File: config.mk
export PLATFORM = sky130hd
export DESIGN_NAME = data_mem_responder_flat
export DESIGN_NICKNAME = d
export VERILOG_FILES = /design/src/rtl/data_mem_responder_if.sv /design/src/rtl/data_mem_responder.sv /design/src/flat_wrapper.sv
export SDC_FILE = /design/constraint.sdc
export NUM_CORES = 2
export LEC_CHECK = 0
export ABC_AREA = 1
export CAP_MARGIN = 20
export CORE_UTILIZATION = 50
export CTS_BUF_LIST = sky130_fd_sc_hd__clkbuf_16
export DETAILED_ROUTE_END_ITERATION = 10
export PLACE_DENSITY = 0.65
export SYNTH_ARGS = -nofsm -noshare
export SYNTH_HDL_FRONTEND = slang
export SYNTH_SLANG_ARGS = --single-unit
File: constraint.sdc
create_clock -name clk -period 5.85 [get_ports clk]
set_clock_uncertainty 0.1 [all_clocks]
set_input_delay 1.17 -clock clk [delete_from_list [all_inputs] [get_ports clk]]
set_output_delay 1.17 -clock clk [all_outputs]
set_load 0.005 [all_outputs]
File: src/rtl/data_mem_responder_if.sv
// Request/response bus between a load/store initiator and data_mem_responder.
// The byte_access lane exists only when DMEM_BYTE_ACCESS_EN is defined.
interface data_mem_responder_if;
    logic        req;
    logic        we;
    logic [31:0] addr;
    logic [31:0] wd;
    logic [31:0] rd;
    logic        ack;
    logic        err;
`ifdef DMEM_BYTE_ACCESS_EN
    logic        byte_access;

    modport master (output req, we, addr, wd, byte_access, input rd, ack, err);
    modport slave  (input req, we, addr, wd, byte_access, output rd, ack, err);
`else
    modport master (output req, we, addr, wd, input rd, ack, err);
    modport slave  (input req, we, addr, wd, output rd, ack, err);
`endif
endinterface

File: src/rtl/data_mem_responder.sv
// Single-outstanding data memory with programmable wait states and error checking.
// Define DMEM_BYTE_ACCESS_EN to add byte loads/stores (LDRB/STRB) via bus.byte_access.
module data_mem_responder #(
    parameter int DEPTH_WORDS = 64,
    parameter int WAIT_CYCLES = 2
) (
    input  logic                 clk,
    input  logic                 rst,
    data_mem_responder_if.slave  bus
);
    localparam int IDX_W = (DEPTH_WORDS > 1) ? $clog2(DEPTH_WORDS) : 1;

    typedef enum logic [1:0] {IDLE, WAIT, RESP} state_t;

    state_t      state_reg;
    logic [3:0]  cnt_reg;
    logic        we_reg;
    logic        byte_reg;
    logic        ack_reg;
    logic        err_reg;
    logic [31:0] addr_reg;
    logic [31:0] wd_reg;
    logic [31:0] rdata_reg;
    logic [31:0] mem [DEPTH_WORDS];

    logic [31:0]      cur_addr;
    logic             cur_byte;
    logic             cur_err;
    logic [IDX_W-1:0] rd_idx;
    logic [IDX_W-1:0] wr_idx;
    logic [3:0]       lane_en;
    logic [31:0]      wdata;
    logic [31:0]      rd_shift;
    logic [31:0]      rd_val;

    // In IDLE the request is still on the bus; afterwards use the latched copy,
    // so error and read index are right even when WAIT_CYCLES is zero.
    assign cur_addr = (state_reg == IDLE) ? bus.addr : addr_reg;
`ifdef DMEM_BYTE_ACCESS_EN
    assign cur_byte = (state_reg == IDLE) ? bus.byte_access : byte_reg;
`else
    assign cur_byte = 1'b0;
`endif

    assign cur_err = ({2'b00, cur_addr[31:2]} >= 32'(DEPTH_WORDS)) ||
                     (!cur_byte && (cur_addr[1:0] != 2'b00));
    assign rd_idx  = cur_addr[IDX_W+1:2];
    assign wr_idx  = addr_reg[IDX_W+1:2];
    assign lane_en = byte_reg ? (4'b0001 << addr_reg[1:0]) : 4'b1111;
    assign wdata   = byte_reg ? {4{wd_reg[7:0]}} : wd_reg;

    // Storage is never reset; the write lands on the edge that closes RESP.
    always_ff @(posedge clk) begin
        rdata_reg <= mem[rd_idx];
        if (!rst && state_reg == RESP && we_reg && !err_reg) begin
            for (int i = 0; i < 4; i++) begin
                if (lane_en[i]) begin
                    mem[wr_idx][i*8 +: 8] <= wdata[i*8 +: 8];
                end
            end
        end
    end

    always_ff @(posedge clk) begin
        if (rst) begin
            state_reg <= IDLE;
            cnt_reg   <= 4'd0;
            ack_reg   <= 1'b0;
            err_reg   <= 1'b0;
        end else begin
            case (state_reg)
                IDLE: begin
                    ack_reg <= 1'b0;
                    err_reg <= 1'b0;
                    if (bus.req) begin
                        we_reg   <= bus.we;
                        addr_reg <= bus.addr;
                        wd_reg   <= bus.wd;
                        byte_reg <= cur_byte;
                        cnt_reg  <= 4'(WAIT_CYCLES);
                        if (WAIT_CYCLES == 0) begin
                            state_reg <= RESP;
                            ack_reg   <= 1'b1;
                            err_reg   <= cur_err;
                        end else begin
                            state_reg <= WAIT;
                        end
                    end
                end
                WAIT: begin
                    cnt_reg <= cnt_reg - 4'd1;
                    if (cnt_reg == 4'd1) begin
                        state_reg <= RESP;
                        ack_reg   <= 1'b1;
                        err_reg   <= cur_err;
                    end
                end
                RESP: begin
                    state_reg <= IDLE;
                    ack_reg   <= 1'b0;
                    err_reg   <= 1'b0;
                end
                default: begin
                    state_reg <= IDLE;
                    ack_reg   <= 1'b0;
                    err_reg   <= 1'b0;
                end
            endcase
        end
    end

    assign rd_shift = rdata_reg >> {addr_reg[1:0], 3'b000};

    always_comb begin
        rd_val = 32'h0;
        if (ack_reg && !err_reg && !we_reg) begin
            rd_val = byte_reg ? {24'h0, rd_shift[7:0]} : rdata_reg;
        end
    end

    assign bus.rd  = rd_val;
    assign bus.ack = ack_reg;
    assign bus.err = err_reg;
endmodule

File: src/flat_wrapper.sv
// flat-port wrapper written by rule: the top's interface ports become plain ports
module data_mem_responder_flat 
#(
    parameter int DEPTH_WORDS = 64,
    parameter int WAIT_CYCLES = 2
)
  (clk, rst, bus_req, bus_we, bus_addr, bus_wd, bus_rd, bus_ack, bus_err);
  data_mem_responder_if bus_i ();
  input  logic clk;
  input  logic rst;
  input wire logic [$bits(bus_i.req)-1:0] bus_req;
  input wire logic [$bits(bus_i.we)-1:0] bus_we;
  input wire logic [$bits(bus_i.addr)-1:0] bus_addr;
  input wire logic [$bits(bus_i.wd)-1:0] bus_wd;
  output wire logic [$bits(bus_i.rd)-1:0] bus_rd;
  output wire logic [$bits(bus_i.ack)-1:0] bus_ack;
  output wire logic [$bits(bus_i.err)-1:0] bus_err;
  assign bus_i.req = bus_req;
  assign bus_i.we = bus_we;
  assign bus_i.addr = bus_addr;
  assign bus_i.wd = bus_wd;
  assign bus_rd = bus_i.rd;
  assign bus_ack = bus_i.ack;
  assign bus_err = bus_i.err;
  data_mem_responder #(.DEPTH_WORDS(DEPTH_WORDS), .WAIT_CYCLES(WAIT_CYCLES)) u_core (.clk(clk), .rst(rst), .bus(bus_i));
endmodule
**Yosys cells after proc, flatten, opt, wreduce, memory -nomap -nowiden**

Memories as Yosys holds them, arrays and structs flattened. A register that Yosys moved wholly into a read port is not among the register bits.
Index checks and enable logic that the tools add are counted.

- Add/subtract/negate cells: 1
- $lt $le $gt $ge: 1
- Eq/ne operators: 5
- Muxes and demuxes: 9
- Bitwise operators: 2
- Reduce and logical (&&, ||, !) cells: 16

Operators with widths:

| cell | number |
|---|---|
| $mux W32 | 2 |
| $ge A30 B7 Y1 const B | 1 |
| $pmux W4 S2 | 1 |
| $logic_and A1 B1 Y1 | 5 |
| $eq A4 B1 Y1 const B | 1 |
| $mux W2 | 2 |
| $mux W4 | 1 |
| $pmux W2 S2 | 1 |
| $reduce_and A2 Y1 | 2 |
| $reduce_bool A2 Y1 | 2 |
| $sub A4 B1 Y4 const B | 1 |
| $logic_not A1 Y1 | 3 |
| $reduce_and A3 Y1 | 1 |
| $eq A2 B1 Y1 const B | 1 |
| $eq A2 B2 Y1 const B | 1 |
| $logic_not A2 Y1 | 1 |
| $mux W1 | 2 |
| $ne A2 B1 Y1 const B | 1 |
| $ne A2 B2 Y1 const B | 1 |
| $not A1 Y1 | 2 |
| $reduce_or A2 Y1 | 1 |
| $logic_or A1 B1 Y1 | 1 |

- Bits in registers: 73
- Memory bits (writable): 2048
- Input port bits: 68
- Output and inout port bits: 34
- Word-level logic and storage cells: 42
- Memories kept: 1

Memories:

| memory | depth | bits a word | rd ports | clocked after memory_dff | write ports | RTL line | source |
|---|---|---|---|---|---|---|---|
| u_core.mem | 64 | 32 | 1 | 1 | 1 | data_mem_responder.sv:24 | `logic [31:0] mem [DEPTH_WORDS];` |

**Longest topological paths before layout**

- Depth in word-level cells: 6
- Gate-level depth with buffers: 17
- Depth with buffers taken out: 15

**Worst setup path after synthesis**

OpenSTA, ideal clock, no wires.

- Kind: input port to flip-flop
- Start: input port bus_req
- End: register u_core.addr_reg[0] (enable)
- Setup time: 0.488 ns
- Arrival time: 4.010 ns
- Required time: 5.262 ns
- Slack: 1.252 ns
- Stages on the path: 2
- Path buffers: 0
- Cell sequence: nand2_1 nor2_1

- Word-level cells in the longest chain between the ends: 1

Ends and longest elaborated chain:

| item | RTL line | source |
|---|---|---|
| start, declared | flat_wrapper.sv:11 | `input wire logic [$bits(bus_i.req)-1:0] bus_req;` |
| $reduce_and A3 Y1 (no source line) | - |  |
| end signal, assigned | data_mem_responder.sv:77 | `addr_reg <= bus.addr;` |
| end, declared | data_mem_responder.sv:21 | `logic [31:0] addr_reg;` |

No other way between the ends.
A chain may end at the register's enable or synchronous reset.

**Final worst setup path**

- Start: register u_core.we_reg
- End: output port bus_rd[14]

- Word-level cells in the longest chain between the ends: 3

Ends and longest elaborated chain:

| item | RTL line | source |
|---|---|---|
| start, declared | data_mem_responder.sv:17 | `logic we_reg;` |
| start signal, assigned | data_mem_responder.sv:76 | `we_reg <= bus.we;` |
| $logic_not A1 Y1 | data_mem_responder.sv:116 | `if (ack_reg && !err_reg && !we_reg) begin` |
| $logic_and A1 B1 Y1 | data_mem_responder.sv:116 |  |
| $mux W32 | data_mem_responder.sv:116 |  |
| end, declared | flat_wrapper.sv:15 | `output wire logic [$bits(bus_i.rd)-1:0] bus_rd;` |

No other way between the ends.

==> summary.md <==
| Metric | Value |
|---|---|
| Via count | roughly 65,000 |
| Minimum clock period | about 4.5 ns |
| Final setup fails | 0 |
| # hold bufs at CTS | 0 |
| Crit end category | primary output |
| Synth Area in Simple Gates | ~20% |
| TritonCTS buffer count | 217 |
| Net Sw Power | approximately 10 mW |
| Internal | 25.9 mW |
| First-pass GRT wire length | around 400 mm |
| Syn Inst Count | 9,257 |
| Skew-Pair Late Insertion Delay | around 0.89 ns |
| CTS tree | done |
| Reg with most FFs | u_core.mem |
| Commonest non-fill, non-tap cell in the layout | nand2_1 |
| Largest family of logic cells by synthesized area | simple AND/OR/NAND/NOR gates |
| Unrepaired setup endpoints after global routing | false |
| Post-synth EDFFs | approximately 2,100 |
| Post-Syn Nets | 9,327 |
| Synthesized area per cell | slightly above 10 um2 |
| FF-to-FF path depth | 13 |
| DIE AREA | about 190,000 um2 |
| CP cell instances | or3b_2, buf_16, nor2_1, clkdlybuf4s50_1 |
| Power share of the clock group | approximately 37% |
| Core area | about 190,000 um2 |
| Origin of the critical flop-to-flop path | u_core.state_reg[1] |
| Grt ovf | 0 |
| Overall Power | 36.3 mW |
| Initial antenna violation count | 10 |
| WP data required | around 4.6 ns |
| Remaining DRCs | 0 |
| Vias in the first global route | just over 60,000 |
| TritonCTS Sinks | approximately 2,200 |
| RR Endpoint | u_core.rdata_reg[4] |
| Worst slew pin tran | between 1 and 1.5 ns |
| Most frequent cells in the layout | nand2_1, edfxtp_1, inv_1, nand3_1, clkbuf_16 |
| Leakage | about 45 nW |
| Setup_tns | 0 ns |
| Fillers | around 16,000 |
| Drt total wl | between 200 and 300 mm |
| Via/cell ratio | around 5.4 |
| Drt initial violations | between 8,000 and 9,000 |
| Min-delay src | u_core.cnt_reg[3] |
| Hold path depth | 2 |
| Comb power frac | around 15% |
| Sequential share of power | between 40% and 50% |
| Rel. slew slack | between 20% and 30% |
| Reg area | roughly 64,000 um2 |
| Fin. Hold Viols | 0 |
| Row cnt | 158 |
| Yosys warns | 0 |
| DRT Pass-1 Iters | 7 |
| Die H | 435 um |
| Multi-input logic area | slightly above 20,000 um2 |
| GRT Overall Usage | between 20% and 30% |
| Slowest cell on the critical path | or3b_2 |
| R2r setup slk | 1.80 ns |
| Synth async-reset ratio | 0% |
| Largest net degree at the start of global routing | about 130 |
| Synth Register Bits | between 2,000 and 2,500 |
| Setup Fix Bufs, Post-CTS | 0 |
| CP max FO | 18 |
| Register area share after synthesis | 68.5% |
| Clock Tree Root | clkbuf_16 |
| Post-layout nets | between 9,000 and 10,000 |
| Proportion of synthesized area in mux cells | 0% |
| Area Growth Syn to Fin | 12.1% |
| Synth Area in Compound Gates | less than 1% |
| Die W | roughly 440 um |
| Sw frac | 28.7% |
| Run status | finished clean |
| Tightest Hold Check Type | flip-flop to flip-flop |
| CP peak stage delay | ~0.77 ns |
| Max Clock Freq | 0.220 GHz |
| Worst VDD drop | 271 uV |
| Port buffer count | roughly 100 |
| Remaining antenna violation count after routing | 0 |
| Post-detail-place hpwl | approximately 160 mm |
| Setup CP Type | flip-flop to primary output |
| Hold endpoint | u_core.cnt_reg[3] |
| H-Tree Depth | 4 |
| Clk buf depth | 3 |
| Power per Cell Area | 346 nW/um2 |
| Max-cap violation count | 0 |
| Critical Path AT | 3.28 ns |
| Mapped Area | roughly 94,000 um2 |
| Count of pins over their slew limit | 0 |
| Yosys cell types | 28 |
| Ys flop type | edfxtp_1 |
| Wire per inst | about 23 um |
| Initial core utilization | about half |
| CP Buf/Inv Count | 2 |
| Max reg flops | about 2,000 |
| GPL Wtd Cong | roughly 0.95 |
| Layout cells sized above 1 | ~6.1% |
| Post-CTS sizing | 0 |
| Worst setup SP type | flip-flop |
| Adder-Cell Fraction of Synth Area | less than 1% |
| Clock Pin Slew Worst Setup and Hold Paths | ~0.060 ns |
| Post-Synth XOR/XNOR Area | 0% |
| Delay-heaviest family, CP | simple AND/OR/NAND/NOR gates |
| Final period util | approximately 78% |
| Top Ports | 102 |
## worst min-delay path, delay by kind of cell (launching register included)
family / cells / cell delay, ns
flops: 1 / 0.33
simple gates: 1 / 0.07
compound gates: 1 / 0.06
## logic make-up after synthesis
logic type | count (synthesis)
simple gates | 4560
buf+inv | 2428
flops | 2153
compound gates | 114
fa+ha+maj | 2
## routing by layer
metal	vias up	GRT usage, %	wire length (um)
met5	-	0	63
met4	8	10.8	10600
met3	534	5.31	28600
met2	3412	43.7	123000
met1	31100	40.2	110000
li1	29700	-	-
## synth_stat cells, drive strengths merged, types with 2 or more instances
cell type / count / area, um2
a21oi: 68 / 340
buf: 361 / 1940
clkbuf: 96 / 360
dfxtp: 40 / 801
edfxtp: 2113 / 63500
ha: 2 / 25.0
inv: 1971 / 7400
nand2: 2745 / 10300
nand3: 1620 / 8110
nor2: 178 / 691
nor3: 4 / 20.0
nor4: 10 / 62.6
o21ai: 43 / 234
## per-stage QoR
step	std cells	cell area [um2]	setup WS [ns]	hold slack [ns]	util (%)
floorplan	9257	93800	1.25	0.355	-
global placement	11600	98000	1.28	0.371	52.7
detailed placement	11600	98100	1.24	0.375	52.8
CTS	12000	105000	1.19	0.387	56.5
global route	12000	105000	1.25	0.416	56.6
finish	12000	105000	1.30	0.389	56.6
## how the worst max path moves through the flow
stage                   startpoint                  to  slack, ns  cells past startpoint
finish               u_core.we_reg          bus_rd[14]       1.30                      4
global route        u_core.bus.ack          bus_rd[14]       1.25                      4
CTS                  u_core.we_reg          bus_rd[14]       1.19                      3
detailed placement             rst   u_core.mem[32][7]       1.24                      7
global placement               rst  u_core.mem[36][10]       1.28                      6
floorplan                  bus_req  u_core.addr_reg[0]       1.25                      2
## power groups by stage
| stage | sequential, mW | combinational (mW) | clock (mW) |
|---|---|---|---|
| 4_1_cts | 17.3 | 5.40 | 13.7 |
| 5_1_grt | 17.3 | 5.90 | 14.2 |
| 3_5_place_dp | 17.6 | 5.37 | 0 |
| 2_1_floorplan | 17.5 | 3.28 | 0 |
| 6_report | 17.3 | 5.49 | 13.5 |
| 3_3_place_gp | 17.6 | 5.34 | 0 |
## layout make-up
class | count | area share, %
Sequential cell | 2153 | 61.1
Multi-Input combinational cell | 4676 | 19.4
Inverter | 1971 | 7.04
Clock buffer | 218 | 5.19
Tap cell | 2480 | 2.95
Timing Repair Buffer | 296 | 2.85
Clock inverter | 192 | 1.38
Antenna cell | 2 | 0.00476
(Power assumes the default switching activity.)
